--- src/rtl/uc_pkg.sv ---
// Shared types and datapath control encodings for the multicycle control unit.
package uc_pkg;

    typedef enum logic [2:0] {
        ST_IDLE,
        ST_FETCH,
        ST_DECODE,
        ST_EXEC,
        ST_MEM,
        ST_WB,
        ST_HALT
    } state_t;

    typedef enum logic [2:0] {
        CLS_R   = 3'd0,
        CLS_I   = 3'd1,
        CLS_MEM = 3'd2,
        CLS_JMP = 3'd3,
        CLS_ILL = 3'd4
    } class_t;

    localparam logic [1:0] ALUOP_ADD   = 2'b00;
    localparam logic [1:0] ALUOP_FUNCT = 2'b10;
    localparam logic [1:0] ALUOP_IMM   = 2'b11;

    localparam logic [1:0] SRC2_REG = 2'b00;
    localparam logic [1:0] SRC2_ONE = 2'b01;
    localparam logic [1:0] SRC2_IMM = 2'b10;

    // Opcode is passed zero-extended so the map works for any OPCODE_W.
    function automatic class_t classify(input logic [31:0] opcode);
        class_t cls;
        if (opcode > 32'd3) begin
            cls = CLS_ILL;
        end else begin
            cls = class_t'({1'b0, opcode[1:0]});
        end
        return cls;
    endfunction

endpackage

--- src/rtl/uc_decode_saidas.sv ---
// Combinational map from state, latched class/funct and live flags to datapath controls.
module uc_decode_saidas
    import uc_pkg::*;
(
    input  state_t     state,
    input  class_t     cls,
    input  logic [2:0] funct,
    input  logic       zero,
    input  logic       mem_ready,
    input  logic       opcode_illegal,
    output logic       pc_write,
    output logic       ir_write,
    output logic       reg_org1,
    output logic       reg_org2,
    output logic       reg_dst,
    output logic       reg_write,
    output logic       alu_src1,
    output logic       cond,
    output logic       jump,
    output logic       men_write,
    output logic       men_read,
    output logic       men_to_reg,
    output logic [1:0] alu_src2,
    output logic [1:0] alu_op,
    output logic [1:0] jump_value,
    output logic       illegal,
    output logic       halted
);

    always_comb begin
        pc_write   = 1'b0;
        ir_write   = 1'b0;
        reg_org1   = 1'b0;
        reg_org2   = 1'b0;
        reg_dst    = 1'b0;
        reg_write  = 1'b0;
        alu_src1   = 1'b0;
        cond       = 1'b0;
        jump       = 1'b0;
        men_write  = 1'b0;
        men_read   = 1'b0;
        men_to_reg = 1'b0;
        alu_src2   = SRC2_REG;
        alu_op     = ALUOP_ADD;
        jump_value = 2'b00;
        illegal    = 1'b0;
        halted     = 1'b0;
        case (state)
            ST_FETCH: begin
                men_read = 1'b1;
                alu_src2 = SRC2_ONE;
                ir_write = mem_ready;
                pc_write = mem_ready;
            end
            ST_DECODE: begin
                reg_org1 = 1'b1;
                reg_org2 = 1'b1;
                illegal  = opcode_illegal;
            end
            ST_EXEC: begin
                case (cls)
                    CLS_R: begin
                        alu_src1 = 1'b1;
                        alu_src2 = SRC2_REG;
                        alu_op   = ALUOP_FUNCT;
                    end
                    CLS_I: begin
                        alu_src1 = 1'b1;
                        alu_src2 = SRC2_IMM;
                        alu_op   = ALUOP_IMM;
                    end
                    CLS_MEM: begin
                        alu_src1 = 1'b1;
                        alu_src2 = SRC2_IMM;
                        alu_op   = ALUOP_ADD;
                    end
                    CLS_JMP: begin
                        jump       = 1'b1;
                        cond       = funct[0];
                        jump_value = funct[2:1];
                        pc_write   = ~funct[0] | zero;
                    end
                    default: ;
                endcase
            end
            ST_MEM: begin
                men_read  = ~funct[0];
                men_write = funct[0];
            end
            ST_WB: begin
                reg_write  = 1'b1;
                reg_dst    = (cls == CLS_R);
                men_to_reg = (cls == CLS_MEM);
            end
            ST_HALT: halted = 1'b1;
            default: ;
        endcase
    end

endmodule

--- src/rtl/unidade_controle_multiciclo.sv ---
// Multicycle Moore control unit: state register, decode-time field latches and retire counter.
module unidade_controle_multiciclo
    import uc_pkg::*;
#(
    parameter int unsigned OPCODE_W = 2,
    parameter int unsigned FUNCT_W  = 3,
    parameter int unsigned CNT_W    = 16
) (
    input  logic                clk,
    input  logic                rst_n,
    input  logic [OPCODE_W-1:0] Opcode,
    input  logic [FUNCT_W-1:0]  Funct,
    input  logic                Zero,
    input  logic                MemReady,
    output logic                PCWrite,
    output logic                IRWrite,
    output logic                RegOrg1,
    output logic                RegOrg2,
    output logic                RegDst,
    output logic                RegWrite,
    output logic                ALUSrc1,
    output logic                Cond,
    output logic                Jump,
    output logic                MenWrite,
    output logic                MenRead,
    output logic                MenToReg,
    output logic [1:0]          ALUSrc2,
    output logic [1:0]          ALUOp,
    output logic [1:0]          JumpValue,
    output logic                Illegal,
    output logic                Halted,
    output logic [CNT_W-1:0]    InstrCount
);

    state_t             state_q, state_d;
    class_t             cls_q, cls_d;
    logic [FUNCT_W-1:0] funct_q, funct_d;
    logic [CNT_W-1:0]   count_q, count_d;
    class_t             opcode_cls;
    logic [2:0]         funct3;
    logic               retire;

    assign opcode_cls = classify(32'(Opcode));

    // Narrow funct fields are zero-extended so the jump-target select stays defined.
    if (FUNCT_W >= 3) begin : g_funct_wide
        assign funct3 = funct_q[2:0];
    end else begin : g_funct_narrow
        assign funct3 = {1'b0, funct_q[1:0]};
    end

    always_comb begin
        state_d = state_q;
        cls_d   = cls_q;
        funct_d = funct_q;
        retire  = 1'b0;
        case (state_q)
            ST_IDLE:  state_d = ST_FETCH;
            ST_FETCH: if (MemReady) state_d = ST_DECODE;
            ST_DECODE: begin
                cls_d   = opcode_cls;
                funct_d = Funct;
                if (opcode_cls == CLS_ILL) begin
                    state_d = ST_FETCH;
                end else if (opcode_cls == CLS_JMP && (&Funct)) begin
                    state_d = ST_HALT;
                end else begin
                    state_d = ST_EXEC;
                end
            end
            ST_EXEC: begin
                case (cls_q)
                    CLS_R, CLS_I: state_d = ST_WB;
                    CLS_MEM:      state_d = ST_MEM;
                    default: begin
                        retire  = 1'b1;
                        state_d = ST_FETCH;
                    end
                endcase
            end
            ST_MEM: begin
                if (MemReady) begin
                    if (funct3[0]) begin
                        retire  = 1'b1;
                        state_d = ST_FETCH;
                    end else begin
                        state_d = ST_WB;
                    end
                end
            end
            ST_WB: begin
                retire  = 1'b1;
                state_d = ST_FETCH;
            end
            ST_HALT: state_d = ST_HALT;
            default: state_d = ST_IDLE;
        endcase
        count_d = retire ? count_q + CNT_W'(1) : count_q;
    end

    always_ff @(posedge clk or negedge rst_n) begin
        if (!rst_n) begin
            state_q <= ST_IDLE;
            cls_q   <= CLS_R;
            funct_q <= '0;
            count_q <= '0;
        end else begin
            state_q <= state_d;
            cls_q   <= cls_d;
            funct_q <= funct_d;
            count_q <= count_d;
        end
    end

    assign InstrCount = count_q;

    uc_decode_saidas u_decode_saidas (
        .state          (state_q),
        .cls            (cls_q),
        .funct          (funct3),
        .zero           (Zero),
        .mem_ready      (MemReady),
        .opcode_illegal (opcode_cls == CLS_ILL),
        .pc_write       (PCWrite),
        .ir_write       (IRWrite),
        .reg_org1       (RegOrg1),
        .reg_org2       (RegOrg2),
        .reg_dst        (RegDst),
        .reg_write      (RegWrite),
        .alu_src1       (ALUSrc1),
        .cond           (Cond),
        .jump           (Jump),
        .men_write      (MenWrite),
        .men_read       (MenRead),
        .men_to_reg     (MenToReg),
        .alu_src2       (ALUSrc2),
        .alu_op         (ALUOp),
        .jump_value     (JumpValue),
        .illegal        (Illegal),
        .halted         (Halted)
    );

endmodule

--- config.mk ---
export PLATFORM = sky130hd
export DESIGN_NAME = unidade_controle_multiciclo
export DESIGN_NICKNAME = d
export VERILOG_FILES = /design/src/rtl/uc_pkg.sv /design/src/rtl/uc_decode_saidas.sv /design/src/rtl/unidade_controle_multiciclo.sv
export SDC_FILE = /design/constraint.sdc
export NUM_CORES = 1
export LEC_CHECK = 0
export CORE_MARGIN = 10
export CORE_UTILIZATION = 45
export DETAILED_ROUTE_END_ITERATION = 6
export MAX_ROUTING_LAYER = met4
export PLACE_DENSITY_LB_ADDON = 0.12
export SETUP_SLACK_MARGIN = 0.05
export SLEW_MARGIN = 0
export SYNTH_ARGS = -nofsm -noshare
export SYNTH_HDL_FRONTEND = slang
export SYNTH_SLANG_ARGS = --single-unit
--- constraint.sdc ---
create_clock -name clk -period 4.15 [get_ports clk]
set_input_delay 0.6225 -clock clk [delete_from_list [all_inputs] [get_ports clk]]
set_output_delay 0.6225 -clock clk [all_outputs]
set_load 0.01 [all_outputs]
---- Word level (Yosys, flattened, before mapping) ----
Index checks and enable logic that the tools add are counted.
cells by class
  reduce and logical (&&, ||, !) cells .... 9
  add/subtract/negate cells ............... 1
  mux-type cells .......................... 32
  eq/ne operators ......................... 12
  bitwise logic cells ..................... 2
operators by type and width
  cell                                                 number
  one-hot mux 3 bit (6 select lines)                   1
  two-way mux 1 bit                                    17
  adder 16 x 1 -> 16 bit, second input constant        1
  two-way mux 3 bit                                    4
  equality test 3 bit, second input constant           3
  two-way mux 2 bit                                    4
  one-hot mux 2 bit (2 select lines)                   2
  equality test 2 bit, second input constant           3
  equality test 3 x 2 -> 1 bit, second input constant  2
  logical NOT 3 bit                                    2
  one-hot mux 3 bit (2 select lines)                   1
  OR reduction 2 bit                                   3
  inequality test 2 bit, second input constant         2
  one-hot mux 1 bit (2 select lines)                   2
  equality test 3 x 1 -> 1 bit, second input constant  1
  one-hot mux 1 bit (3 select lines)                   1
  AND reduction 3 bit                                  1
  OR reduction 3 bit                                   1
  equality test 2 x 1 -> 1 bit, second input constant  1
  AND reduction 2 bit                                  1
  logical AND 1 bit                                    1
  NOT 1 bit                                            1
  bitwise OR 1 bit                                     1
word-level totals
  output and inout port bits .............. 36
  bits of input ports ..................... 9
  word-level logic and storage cells ...... 60
  bits in registers ....................... 24

---- Depth between registers and ports, before layout ----
  word-level depth ........................ 4
  mapped depth ............................ 6

---- Modules after synthesis ----
Synthesis repeated with hierarchy kept, for this count alone.
second synthesis, totals
  cell total of the unflattened synthesis .. 130
  area total of the unflattened synthesis .. 1372.6 um^2
modules (own cells, without submodules)
  module                       area each (um^2)  times used  cells an instance
  unidade_controle_multiciclo  1144.8            1           97
  uc_decode_saidas             227.7             1           33

---- Worst setup path after synthesis ----
Ideal clock, no wire load.
  path type ............................... reg2out
  from .................................... register state_q[0]
  to ...................................... output port MenRead
  stages on the path, launching flop included .. 4
  slack ................................... 2.296 ns
  arrival time ............................ 1.232 ns
  data required time ...................... 3.527 ns
  cells stage by stage .................... dfrtp_1 -> clkbuf_1 -> or3b_1 -> a21oi_1
on the way
  longest elaborated chain between the ends .. 2
  elaborated cells on any way between the ends .. 3
ends and longest elaborated chain
  item                                                                        RTL line                            text
  start, declared                                                             unidade_controle_multiciclo.sv:35   state_t state_q, state_d;
  start signal, assigned                                                      unidade_controle_multiciclo.sv:108  state_q <= state_d;
  equality test 3 bit / equality test 3 x 1 -> 1 bit (equally long branches)  uc_decode_saidas.sv:48              case (state)
  one-hot mux 1 bit (2 select lines) (*)                                      uc_decode_saidas.sv:48
  end, declared                                                               unidade_controle_multiciclo.sv:25   output logic MenRead,
Mark *: on every way between the ends. The rest lies on a longest branch, timed or not.

---- Worst setup path after layout ----
  from .................................... register state_q[0]
  to ...................................... output port RegOrg1
on the way
  longest elaborated chain between the ends .. 2
ends and longest elaborated chain
  item                          RTL line                           text
  equality test 3 x 2 -> 1 bit  --
  two-way mux 1 bit             uc_decode_saidas.sv:48
  end, declared                 unidade_controle_multiciclo.sv:17  output logic RegOrg1,
No other way between the ends.

==> metrics.md <==
| Metric | Value |
|---|---|
| # Post-CTS Setup Buffers | 0 |
| Post-route setup slack | 1.422 ns |
| HP Class | flop to flop |
| Count of instances resized after the clock tree is built | 0 |
| Count of pins on the block boundary | 45 |
| Post-route DRC | 0 |
| Final hold viol count | 0 |
| Total vias in the final route | 1184 |
| Critical path required time | 3.53 ns |
| Syn avg cell area | 9.778 µm² |
| Die area | 5826 µm² |
| Placement-stage worst setup slack | 1.613 ns |
| Final Setup Violations | 0 |
| Yosys top cell area share | 0.4207 |
| Maximum fanout along the worst path | 15 |
| Critical path arrival | 2.11 ns |
| CTS sink cnt | 24 |
| CTS buffer count | 3 |
| Final routed wire length divided by cell count | 15.21 µm |
| Least-Margin Pin Slew | 1.077 ns |
| Starting density of the core | 0.4676 |
| CP Class | flop to primary output |
| Most frequent cells in the layout | 43 x sky130_fd_sc_hd__clkdlybuf4s50_1, 24 x sky130_fd_sc_hd__dfrtp_1, 14 x sky130_fd_sc_hd__xnor2_1, 13 x sky130_fd_sc_hd__nand2_1, 11 x sky130_fd_sc_hd__nand4_1 |
| Initial DRC count | 103 |
| Leading area contributor after synthesis | sky130_fd_sc_hd__dfrtp_1 |
| Static leakage | 0.7922 nW |
| Routability Congestion | 0.7945 |
| Final Routed Wirelength | 3484 µm |
| Area overhead of the layout relative to synthesis | 32.25% |
| Post-layout min period | 2.728 ns |
| Quantity of I/O buffers inserted on ports | 43 |
| Ratio of total power to cell area | 501.3 nW/µm² |
| Standard cell core area | 3053 µm² |
| Std-Cell Rows | 20 |
| Dominant cells by area after synthesis | sky130_fd_sc_hd__dfrtp_1 42%, sky130_fd_sc_hd__xnor2_1 8.6%, sky130_fd_sc_hd__ha_1 6.1% |
| Number of hold buffers added after CTS | 0 |
| Netlist area before placement | 1428 µm² |
| Number of nets still failing antenna checks after routing | 0 |
| Peak VDD IR | 0.2952 mV |
| Wire length of the first global-routing pass | 6044 µm |
| Antenna violations before repair | 0 |
| Vias in the first global route | 1210 |
| Post-DP HPWL | 2684 µm |
| GR Util All Layers | 0.1255 |
| Syn_nets | 162 |
| Grt total ovfl | 0 |
| Slew Viols, Final | 0 |
| Worst setup skew after layout | 0.002172 ns |
| CTS Root Cell | sky130_fd_sc_hd__clkbuf_4 |
| Total chip power | 0.9465 mW |
| # diodes | 0 |
| Aggregate negative setup slack | 0 ns |
| Clock transition time at the flip-flop clock pins of the worst setup and hold paths | 0.12 ns |
| Share of post-route cells with drive strength above 1 | 0.06486 |
| Die X-Extent | 76.33 µm |
| Category of the worst setup path launch point | flop |
| Fmax achieved | 366.6 MHz |
| H-tree levels | 1 |
| Vertical extent of the die | 76.33 µm |
| Sequential element share of the synthesized area | 0.4207 |
| Result of the run | complete, no violations |
| Maximum buffer depth of the clock tree | 2 |
| Total number of yosys warnings | 0 |
| Max_cap viols | 0 |
| Most common cell after layout, fill and taps aside | sky130_fd_sc_hd__clkdlybuf4s50_1 |
| Number of distinct library cells after synthesis | 34 |
| First-pass DRT Iterations | 6 |
| Fin util | 0.6184 |
| Mean number of vias per cell | 5.170 |
| Synthesis-stage register bit count | 24 |
| Final clock period utilization by the worst path | 0.6573 |
| Final nets | 203 |
| TritonCTS clock tree | done |
| Unrepaired setup endpoints after global routing | no |
| Max transition margin | 0.2798 |
| Worst Setup End Kind | primary output |
| Maximum number of pins on one net before global-route repair | 25 |
| Clock Latency Late Sink | 0.31 ns |
| Number of instances in the synthesized netlist | 146 |
worst max-delay path, stage by stage (launching register included):
cell and delay (ns):
sky130_fd_sc_hd__dfrtp_1 0.57, sky130_fd_sc_hd__nand2b_1 0.25, sky130_fd_sc_hd__nor2_2 0.35, sky130_fd_sc_hd__clkdlybuf4s50_1 0.62
logic make-up after synthesis:
kind of cell    synth area share
simple gates              0.2717
flops                     0.4207
xor+xnor                 0.09203
buf+inv                  0.05171
other cells             0.002627
mux                      0.03155
compound gates           0.06837
fa+ha+maj                0.06135
Yosys cell counts (all sizes together):
library cell,n
buf,6
and3,6
and2,8
clkbuf,1
mux2,4
a221oi,1
nand3,5
a22o,1
nor3b,2
or3b,1
dfrtp,24
nand4,11
xnor2,14
nor4,1
nand2b,3
o21ai,6
nand2,13
o211ai,1
nand4b,1
nand3b,1
ha,7
conb,1
xor2,1
a21oi,4
nor3,5
nor2b,2
nor2,9
inv,7
sequential cells by signal, indices dropped and copies added, names as in the netlist:
signal and flops:
funct3 3, state_q 3, cls_q 2, InstrCount 16
power breakdown:
group / switching, mW / total, mW / leakage, nW / internal, mW
Sequential: 0.102 / 0.394 / 0.313 / 0.292
Combinational: 0.216 / 0.454 / 0.465 / 0.238
Clock: 0.0646 / 0.0985 / 0.0138 / 0.0339
worst paths after layout:
kind / end / cells past startpoint / start / slack [ns]
min: InstrCount[15]$_DFFE_PN0P_ / 1 / InstrCount[15]$_DFFE_PN0P_ / 0.48
max: RegOrg1 / 3 / state_q[0]$_DFFE_PN0P_ / 1.42
min reg2reg: InstrCount[15]$_DFFE_PN0P_ / 1 / InstrCount[15]$_DFFE_PN0P_ / 0.48
max in group asynchronous: InstrCount[1]$_DFFE_PN0P_ / 1 / rst_n / 2.63
max reg2reg: InstrCount[1]$_DFFE_PN0P_ / 3 / state_q[1]$_DFFE_PN0P_ / 2.34
min in group asynchronous: state_q[1]$_DFFE_PN0P_ / 1 / rst_n / 0.88
metal layers:
layer | global-route usage | part of all wire
met5 | - | 0
met4 | 0.02230 | 0.010
met3 | 0.03892 | 0.063
met2 | 0.1939 | 0.47
met1 | 0.1589 | 0.46
metrics by stage:
stage                     hold slack (ns)  cells  cell area, µm²
after floorplan                    0.3269    146            1428
after global placement             0.4592    226            1866
after detailed placement           0.4645    226            1866
after CTS                          0.4841    229            1888
after global routing               0.5156    229            1888
final                              0.4786    229            1888
cell type report:
| type | count | area (µm²) |
|---|---|---|
| fill | 302 | 1165 |
| multi-input combinational | 108 | 753.2 |
| sequential | 24 | 600.6 |
| timing repair buffer | 43 | 430.4 |
| tap | 44 | 55.05 |
| inverter | 7 | 26.28 |
| clock buffer | 3 | 22.52 |
No activity file was read; power rests on OpenSTA's default activity.
